**src/rtl/burp_seq_ctrl.sv**
```systemverilog
// ---------------------------------------------------------------------------
// burp_seq_ctrl
// Fetch/execute sequencer for the BURP 8-bit core. Fetches {opcode, operand}
// bytes from a combinational program ROM, owns the program counter and the
// stack pointer, and issues one-cycle strobes to the ALU/regfile, carry flag
// and stack RAM, plus held request/valid handshakes for the IN/OUT ports.
// Exactly one instruction is in flight at a time.
//
// Optional feature (compile-time macro BURP_SINGLE_STEP_EN):
//   defined   -> extra input 'step'; FETCH waits for step=1 before loading
//                the next instruction.
//   undefined -> no 'step' port, FETCH never stalls.
//
// Ports
//   clk, rst_n            clock (rising edge), synchronous active-low reset
//   step                  single-step enable (only with BURP_SINGLE_STEP_EN)
//   rom_addr / rom_data   program ROM address (= PC) and instruction byte
//   lbl_idx / lbl_addr    jump label index (operand) and its absolute target
//   carry                 current ALU carry flag (JC condition)
//   alu_en/alu_op/alu_arg ALU execute strobe, opcode and operand (mirror IR)
//   carry_set/carry_clr   SC / CC strobes
//   stk_addr/stk_we/stk_re stack RAM address, push write, pop read strobes
//   in_req / in_valid     IN handshake (request held until in_valid)
//   out_valid / out_ready OUT handshake (valid held until out_ready)
//   stk_err               sticky stack overflow/underflow flag
//   state_o               current FSM state (debug)
// ---------------------------------------------------------------------------
module burp_seq_ctrl #(
  parameter int         STK_DEPTH = 16,
  parameter logic [7:0] RESET_PC  = 8'h00
) (
  input  logic       clk,
  input  logic       rst_n,
`ifdef BURP_SINGLE_STEP_EN
  input  logic       step,
`endif
  output logic [7:0] rom_addr,
  input  logic [7:0] rom_data,
  output logic [3:0] lbl_idx,
  input  logic [7:0] lbl_addr,
  input  logic       carry,
  output logic       alu_en,
  output logic [3:0] alu_op,
  output logic [3:0] alu_arg,
  output logic       carry_set,
  output logic       carry_clr,
  output logic [7:0] stk_addr,
  output logic       stk_we,
  output logic       stk_re,
  output logic       in_req,
  input  logic       in_valid,
  output logic       out_valid,
  input  logic       out_ready,
  output logic       stk_err,
  output logic [2:0] state_o
);

  // sp needs one bit more than the address so that "full" (sp == STK_DEPTH)
  // is distinguishable from "empty" (sp == 0).
  localparam int SPW = (STK_DEPTH > 1) ? $clog2(STK_DEPTH) : 1;
  localparam logic [SPW:0] SP_FULL = (SPW + 1)'(STK_DEPTH);
  localparam logic [SPW:0] SP_ONE  = (SPW + 1)'(1);
  localparam logic [SPW:0] SP_ZERO = '0;

  localparam logic [2:0] S_FETCH    = 3'd0;
  localparam logic [2:0] S_EXEC     = 3'd1;
  localparam logic [2:0] S_POP_WB   = 3'd2;
  localparam logic [2:0] S_WAIT_IN  = 3'd3;
  localparam logic [2:0] S_WAIT_OUT = 3'd4;
  localparam logic [2:0] S_ERR      = 3'd5;

  localparam logic [3:0] OP_NOP  = 4'h0;
  localparam logic [3:0] OP_OUT  = 4'h1;
  localparam logic [3:0] OP_IN   = 4'h2;
  localparam logic [3:0] OP_POP  = 4'h3;
  localparam logic [3:0] OP_PUSH = 4'h4;
  localparam logic [3:0] OP_CC   = 4'h5;
  localparam logic [3:0] OP_SC   = 4'h6;
  localparam logic [3:0] OP_JMP  = 4'hE;
  localparam logic [3:0] OP_JC   = 4'hF;

  logic [2:0]   state_q, state_d;
  logic [7:0]   pc_q, pc_d;
  logic [SPW:0] sp_q, sp_d;
  logic [7:0]   ir_q, ir_d;
  logic         in_req_q, in_req_d;
  logic         out_valid_q, out_valid_d;
  logic         stk_err_q, stk_err_d;
  logic [SPW:0] stk_ptr;
  logic         fetch_go;

`ifdef BURP_SINGLE_STEP_EN
  assign fetch_go = step;
`else
  assign fetch_go = 1'b1;
`endif

  always_comb begin
    state_d     = state_q;
    pc_d        = pc_q;
    sp_d        = sp_q;
    ir_d        = ir_q;
    in_req_d    = in_req_q;
    out_valid_d = out_valid_q;
    stk_err_d   = stk_err_q;
    stk_ptr     = sp_q;
    alu_en      = 1'b0;
    carry_set   = 1'b0;
    carry_clr   = 1'b0;
    stk_we      = 1'b0;
    stk_re      = 1'b0;

    case (state_q)
      S_FETCH: begin
        if (fetch_go) begin
          ir_d    = rom_data;
          pc_d    = pc_q + 8'd1;          // natural 8-bit wrap FF -> 00
          state_d = S_EXEC;
        end
      end

      S_EXEC: begin
        state_d = S_FETCH;
        case (ir_q[7:4])
          OP_NOP: ;
          OP_OUT: begin
            out_valid_d = 1'b1;
            state_d     = S_WAIT_OUT;
          end
          OP_IN: begin
            in_req_d = 1'b1;
            state_d  = S_WAIT_IN;
          end
          OP_POP: begin
            if (sp_q == SP_ZERO) begin
              stk_err_d = 1'b1;
              state_d   = S_ERR;
            end else begin
              // Top of stack lives one below sp.
              stk_ptr = sp_q - SP_ONE;
              stk_re  = 1'b1;
              sp_d    = sp_q - SP_ONE;
              state_d = S_POP_WB;
            end
          end
          OP_PUSH: begin
            if (sp_q == SP_FULL) begin
              stk_err_d = 1'b1;
              state_d   = S_ERR;
            end else begin
              stk_we = 1'b1;
              sp_d   = sp_q + SP_ONE;
            end
          end
          OP_CC:  carry_clr = 1'b1;
          OP_SC:  carry_set = 1'b1;
          OP_JMP: pc_d = lbl_addr;
          OP_JC: begin
            if (carry) pc_d = lbl_addr;
          end
          default: alu_en = 1'b1;         // opcodes 7..D go to the ALU
        endcase
      end

      // Regfile captures the popped word this cycle using the held alu_op.
      S_POP_WB: state_d = S_FETCH;

      S_WAIT_IN: begin
        if (in_valid) begin
          alu_en   = 1'b1;
          in_req_d = 1'b0;
          state_d  = S_FETCH;
        end
      end

      S_WAIT_OUT: begin
        if (out_ready) begin
          out_valid_d = 1'b0;
          state_d     = S_FETCH;
        end
      end

      S_ERR: ;                            // terminal until reset

      default: state_d = S_FETCH;
    endcase
  end

  always_ff @(posedge clk) begin
    if (!rst_n) begin
      state_q     <= S_FETCH;
      pc_q        <= RESET_PC;
      sp_q        <= SP_ZERO;
      ir_q        <= 8'h00;
      in_req_q    <= 1'b0;
      out_valid_q <= 1'b0;
      stk_err_q   <= 1'b0;
    end else begin
      state_q     <= state_d;
      pc_q        <= pc_d;
      sp_q        <= sp_d;
      ir_q        <= ir_d;
      in_req_q    <= in_req_d;
      out_valid_q <= out_valid_d;
      stk_err_q   <= stk_err_d;
    end
  end

  assign rom_addr  = pc_q;
  assign lbl_idx   = ir_q[3:0];
  assign alu_op    = ir_q[7:4];
  assign alu_arg   = ir_q[3:0];
  assign stk_addr  = 8'(stk_ptr);
  assign in_req    = in_req_q;
  assign out_valid = out_valid_q;
  assign stk_err   = stk_err_q;
  assign state_o   = state_q;

endmodule
```
**config.mk**
```make
export PLATFORM = sky130hd
export DESIGN_NAME = burp_seq_ctrl
export DESIGN_NICKNAME = d
export VERILOG_FILES = /design/src/rtl/burp_seq_ctrl.sv
export SDC_FILE = /design/constraint.sdc
export NUM_CORES = 1
export LEC_CHECK = 0
export ABC_AREA = 1
export BUFFER_PORTS_ARGS = -buffer_cell sky130_fd_sc_hd__buf_2
export CAP_MARGIN = 20
export CELL_PAD_IN_SITES_DETAIL_PLACEMENT = 0
export CELL_PAD_IN_SITES_GLOBAL_PLACEMENT = 1
export CORE_MARGIN = 2
export CORE_UTILIZATION = 31
export DETAILED_ROUTE_END_ITERATION = 16
export GPL_TIMING_DRIVEN = 1
export PLACE_DENSITY = 0.84
export RECOVER_POWER = 100
export SLEW_MARGIN = 20
export SYNTH_ARGS = -nofsm -noshare
export SYNTH_HDL_FRONTEND = slang
export SYNTH_SLANG_ARGS = --single-unit
```
**constraint.sdc**
```tcl
create_clock -name clk -period 1.5 [get_ports clk]
set_input_delay 0.375 -clock clk [delete_from_list [all_inputs] [get_ports clk]]
set_output_delay 0.375 -clock clk [all_outputs]
set_load 0.05 [all_outputs]
```
==> results by group, run 1 <==
Cells and area
  – Diodes inserted: 0
  – Fillers: 572
  – Storage cell area: 568 um2
  – Most common cell after layout, fill and taps aside: nand2_1
  – Area of the multi-input gates: 1310 um2
  – Area growth from synthesis to layout: 58.7%
  – Share of cells above drive strength 1: 46.1%
  – Most frequent cells in the layout: 60 x nand2_1, 34 x nor2_1, 34 x buf_4
  – Design area: about 2800 um2
  – # nets final: 396
  – Finished Layout Cells: 443

Worst setup path
  – Critical path data required time: about 1.1 ns
  – CP Class: reg2out
  – Crit start category: flop
  – Worst Setup SP: ir_q[7]
  – CP arrival: 1.45 ns
  – Worst reg2reg path depth: 7
  – Maximum fanout along the worst path: 4
  – R2r startpoint: state_o[2]
  – CP Capture Type: primary output

Min path
  – Min-delay src: rom_data[3]
  – HP Class: in2reg
  – Hold path depth: 3

STA
  – Fin Clk Skew: 0.00866 ns
  – Unrepaired setup endpoints after global routing: true
  – Clock period minus worst slack: about 1.8 ns
  – Max Clk Rate: 549 MHz
  – Final setup fails: 18
  – Final Hold Viols: 0
  – Slew Limit Fails: 0
  – Final hold slack: roughly 0.31 ns
  – Final period util: 121%
  – Setup ws final: -0.320 ns
  – TNS Setup: -2.86 ns

Place
  – Hpwl dp: 3880 um
  – # port buffers: 56
  – DP Area: 2510 um2
  – Gpl congestion: 0.886
  – Placed Cells: 432

Routing
  – # DRC: 0
  – Routed met2 length: ~2400 um
  – Vias per Instance: 4.66
  – Detailed Route Iter0 Violations: about 110
  – Routed length per instance: 11.9 um
  – Final ANT Viol Nets: 0
  – Met3 WL post-DR: 340 um
  – Detailed-route via count: approximately 2100
  – DRT Pass-1 Iters: 4
  – Metal-1 WL: approximately 2500 um
  – Final wirelength: 5270 um
  – Uppermost layer routed: met4

Floorplan
  – Row count: 27
  – Die area: 6400 um2
  – Starting Density: ~32%
  – Core region area: 5540 um2
  – Die Ht: 80.0 um
  – Die W: 80.0 um
  – Ports: 60

Clock network
  – Clock-pin slew on the worst setup and hold paths: 0.11 ns
  – Inserted Clock Buffers: 3
  – CTS tree: done
  – Worst skew pair latency: about 0.28 ns
  – Max Buffers Root-to-Sink: 2
  – H-Tree Depth: 1
  – Hold buffers post-CTS: 0
  – Root Driver: clkbuf_8
  – Clk sinks: 27

Logic synthesis
  – Avg Cell Area, Syn: between 6 and 7 um2
  – Synth area leader: dfxtp_1
  – Sequential-to-total area share from yosys stat: 30.2%
  – Synthesized area: 1790 um2
  – Synth Instances: 277
  – Post-synth cell types: 33
  – Synth top area cells: dfxtp_1 30%, nand2_1 15%, nor2_1 8.4%
  – Synth Warn #: 0
  – Yosys top cell area share: 30.2%
  – Seq cells post-synth: 27

Run status
  – Violated checks: setup timing
  – Status: complete, but fails checks

Pwr
  – PD cells: 1080 nW/um2
  – Lkg Pwr: 1.38 nW
  – Total power: 0.00307 W
  – Worst vdd rail ir drop: 0.568 mV

Global routing
  – Total grt overflow: 0
  – Initial antenna violation count: 0
  – Largest net degree at the start of global routing: 19
  – Vias in the first global route: 1856
  – Gr usage total: 16.4%
  – First-pass GRT wire length: 8510 um

Run
  – Max-Cap Viols: 0
## metrics by stage
stage	worst slack (ns)	util, %
after detailed placement	-0.177	45.2
after floorplan	-0.308	-
final	-0.320	51.3
after global placement	-0.139	45.2
after CTS	-0.349	48.4
after global routing	-0.387	51.3
## cells by family after synthesis
kind of cell             Yosys count  share of synthesized area [%]
AO/OA/AOI/OAI                     47                           14.1
XOR/XNOR                           4                           1.96
adder cells (fa/ha/maj)            3                           2.10
buffers and inverters             43                           12.7
flip-flops                        27                           30.2
other                              1                          0.209
AND/OR/NAND/NOR                  152                           38.8
## path summary, 6_finish.rpt
kind | to | slack, ns
worst min-delay path | ir_q[3] | 0.31
worst max register to register | rom_addr[1] | -0.06
worst min register to register | stk_err | 0.49
worst max-delay path | stk_addr[2] | -0.32
## routing by layer
layer | GRT usage (%) | up-vias
met3 | 3.05 | 6
met4 | 3.22 | 0
met5 | 0 | -
met1 | 22.9 | 920
met2 | 26.5 | 67
li1 | - | 1073
## cells in the mapped netlist
cell type,count
a21oi_1,18
a21oi_2,1
a31oi_1,2
and2_1,1
buf_12,2
buf_2,3
buf_4,8
clkbuf_1,1
clkinv_1,1
conb_1,1
dfxtp_1,27
ha_1,3
inv_1,24
inv_2,4
nand2_1,71
nand2_2,3
nand2_4,1
nand3_1,18
nand3b_1,1
nand4_1,5
nor2_1,40
nor2_2,2
nor2_4,3
nor2_8,1
nor3_1,1
nor3_4,1
nor4_1,3
o21ai_0,22
o21ai_1,3
o21ai_4,1
or2_1,1
xnor2_1,1
xor2_1,3
## registers in the layout (all words and copies together) (netlist names)
register and flops:
in_req 1, sp_q 5, rom_addr 8, state_o 3
out_valid 1, ir_q 8, stk_err 1
## area by class of cell
cell class	count	area share, %
repair buffers	101	25.1
clock buffers	3	1.45
multi-input cells	210	46.0
flip-flops and latches	27	20.0
well taps	72	3.17
clock inverters	1	0.220
inverters	29	4.09
## power by group
| part | switching (W) | leakage, nW | internal [W] | total, W |
|---|---|---|---|---|
| clock network | 0.000259 | 0.0260 | 0.000191 | 0.000449 |
| logic | 0.00112 | 1.12 | 0.000572 | 0.00169 |
| registers | 0.000101 | 0.228 | 0.000827 | 0.000929 |
## worst max-delay path, stage by stage, from the launching register on
cell	delay [ns]
dfxtp_2	0.35
nor2_4	0.13
nand2_4	0.08
nor2_8	0.16
nand2_8	0.10
inv_8	0.08
nand2_4	0.05
o21ai_4	0.05
buf_6	0.17
## repair_timing
item | in CTS | in global routing
setup buffers | 1 | 6
gates resized for setup | 37 | 42
pin swaps | 10 | 21
setup endpoints to repair | 14 | 21
hold endpoints to repair | 0 | 0
cloned | 0 | 1
Power figures use the tool's default switching activity.
==> inputs of run 2 (changes only) <==
--- a/config.mk
+++ b/config.mk
@@ -16,6 +16,7 @@
 export GPL_TIMING_DRIVEN = 1
 export PLACE_DENSITY = 0.84
 export RECOVER_POWER = 100
+export SETUP_SLACK_MARGIN = 0.2
 export SLEW_MARGIN = 20
 export SYNTH_ARGS = -nofsm -noshare
 export SYNTH_HDL_FRONTEND = slang
==> run 2 against run 1 <==
The flow still finishes with violations (setup timing). First-iteration DRC count fell by 10%. Sequential cell count unchanged. Non-clock buffer count rose by 9. Global-route usage increased by 1.0 points. Core utilization increased by 5.8 points. Die area did not move. Clock-buffer cell count is the same. Largest cell class unchanged.
==> results by group, run 2 (synthesis gave the netlist of run 1 again) <==
Worst setup path
  – Worst Path Buf+Inv: 2
  – Cell-by-cell trace of the critical path: nor2_4, nand2_4, nor2_8, nand2_8, inv_8, nand2_4, o21ai_4, buf_6
  – CP arrival: 1.45 ns
  – Critical path data required time: roughly 1.1 ns
  – Maximum fanout along the worst path: 4
  – Family with the most delay on the worst path: simple AND/OR/NAND/NOR gates
  – Most frequent CP cell: nand2_4
  – CP max-delay cell: dfxtp_4
  – CP Capture Type: primary output
  – CP Class: reg2out
  – Crit start category: flop
  – Crit path largest cell delay: 0.37 ns

Clock network
  – Clk sinks: 27
  – Root Driver: clkbuf_8
  – CTS tree: done
  – Clock-pin slew on the worst setup and hold paths: around 0.10 ns
  – H-Tree Depth: 1
  – Inserted Clock Buffers: 3
  – Max Buffers Root-to-Sink: 2
  – Worst skew pair latency: 0.27 ns
  – Hold buffers post-CTS: 0

Cells and area
  – Most common cell after layout, fill and taps aside: nand2_1
  – Diodes inserted: 0
  – # nets final: 405
  – Finished Layout Cells: 452
  – Share of cells above drive strength 1: 53.4%
  – Most frequent cells in the layout: 55 x nand2_1, 33 x buf_4, 30 x nor2_1
  – Area growth from synthesis to layout: 76.7%

Global routing
  – Initial antenna violation count: 0
  – Gr usage total: 17.4%
  – Vias in the first global route: approximately 2000
  – First-pass GRT wire length: approximately 9000 um
  – Total grt overflow: 0
  – Largest net degree at the start of global routing: 19

Routing
  – Detailed-route via count: 2142
  – Vias per Instance: 4.74
  – Final wirelength: 5780 um
  – # DRC: 0
  – Routed length per instance: 12.8 um
  – Detailed Route Iter0 Violations: 96
  – Final ANT Viol Nets: 0
  – DRT Pass-1 Iters: 4

STA
  – Final setup fails: 11
  – Unrepaired setup endpoints after global routing: true
  – Final Hold Viols: 0
  – Final period util: 122%
  – Clock period minus worst slack: 1.83 ns
  – Setup ws final: -0.327 ns
  – Slew Limit Fails: 0
  – Fin Clk Skew: 0.00204 ns
  – Max Clk Rate: ~550 MHz

Floorplan
  – Die Ht: 80.0 um
  – Die W: 80.0 um
  – Row count: 27
  – Die area: approximately 6400 um2
  – Core region area: 5540 um2
  – Starting Density: 32.3%
  – Ports: 60

Pwr
  – Lkg Pwr: about 1.5 nW
  – PD cells: 1060 nW/um2
  – Worst vdd rail ir drop: 0.725 mV

Run status
  – Status: complete, but fails checks
  – Violated checks: setup timing

Place
  – # port buffers: 56
  – Hpwl dp: 3920 um
  – Placed Cells: 430
  – Gpl congestion: around 0.79
  – Pre-CTS setup slack: -0.176 ns

Run
  – Max-Cap Viols: 0

Min path
  – HP Class: in2reg
run 2: cell types whose count changed in the layout (fill, tap and decap cells not counted), sizes merged:
cell | previous run | this run
inv | 29 | 27
buf | 74 | 90
clkinv | 1 | 3
clkbuf | 30 | 23
run 2: what timing repair did:
action	4_1_cts	5_1_grt
setup buffers	4	13
endpoints found under the setup margin	38	48
gates resized for setup	89	70
cloned	1	0
pin swaps	17	26
run 2: stage by stage:
stage | power, W | util (%) | TNS [ns] | cell area (um2) | hold WS, ns
global placement | 0.00244 | 45.5 | -0.830 | 2520 | 0.439
detailed placement | 0.00246 | 45.5 | -1.06 | 2520 | 0.452
global route | 0.00356 | 57.1 | -4.28 | 3170 | 0.321
finish | 0.00336 | 57.1 | -2.90 | 3170 | 0.318
CTS | 0.00312 | 52.5 | -2.93 | 2910 | 0.316
floorplan | 0.00208 | - | -2.01 | 2000 | 0.490
run 2: worst reg2reg max path, cell delays in order (launching register included):
cell	delay [ns]
dfxtp_4	0.38
buf_6	0.12
inv_4	0.05
nor2_4	0.07
nand2_2	0.07
buf_6	0.11
buf_6	0.12
nand2_4	0.05
nand2_4	0.06
nor2_4	0.18
nand2_1	0.07
nor2_1	0.09
nor2_1	0.05
run 2: metal layers:
layer	part of all wire (%)	global-route usage [%]	up-vias
met3	6.1	3.62	6
met4	0.81	3.05	0
met5	0	0	-
met1	43	22.9	989
met2	50	29.7	56
li1	-	-	1091
run 2: final timing paths:
check                    from  cells past startpoint  slack (ns)           to
setup / recovery      ir_q[7]                      8       -0.33  stk_addr[2]
hold / removal    rom_data[3]                      3        0.32      ir_q[3]
setup reg to reg      ir_q[6]                     12           0      sp_q[3]
hold reg to reg       stk_err                      2        0.47      stk_err
run 2: where the power goes:
group	switching [W]	internal, W
logic	0.00123	0.000756
clock network	0.000242	0.000186
registers	0.000106	0.000836
run 2: cell type report:
type	instances	area [um2]
well taps	72	90.1
inverters	29	126
clock buffers	3	41.3
fillers	527	2370
flip-flops and latches	27	582
multi-input cells	210	1430
repair buffers	110	896
clock inverters	1	5.00
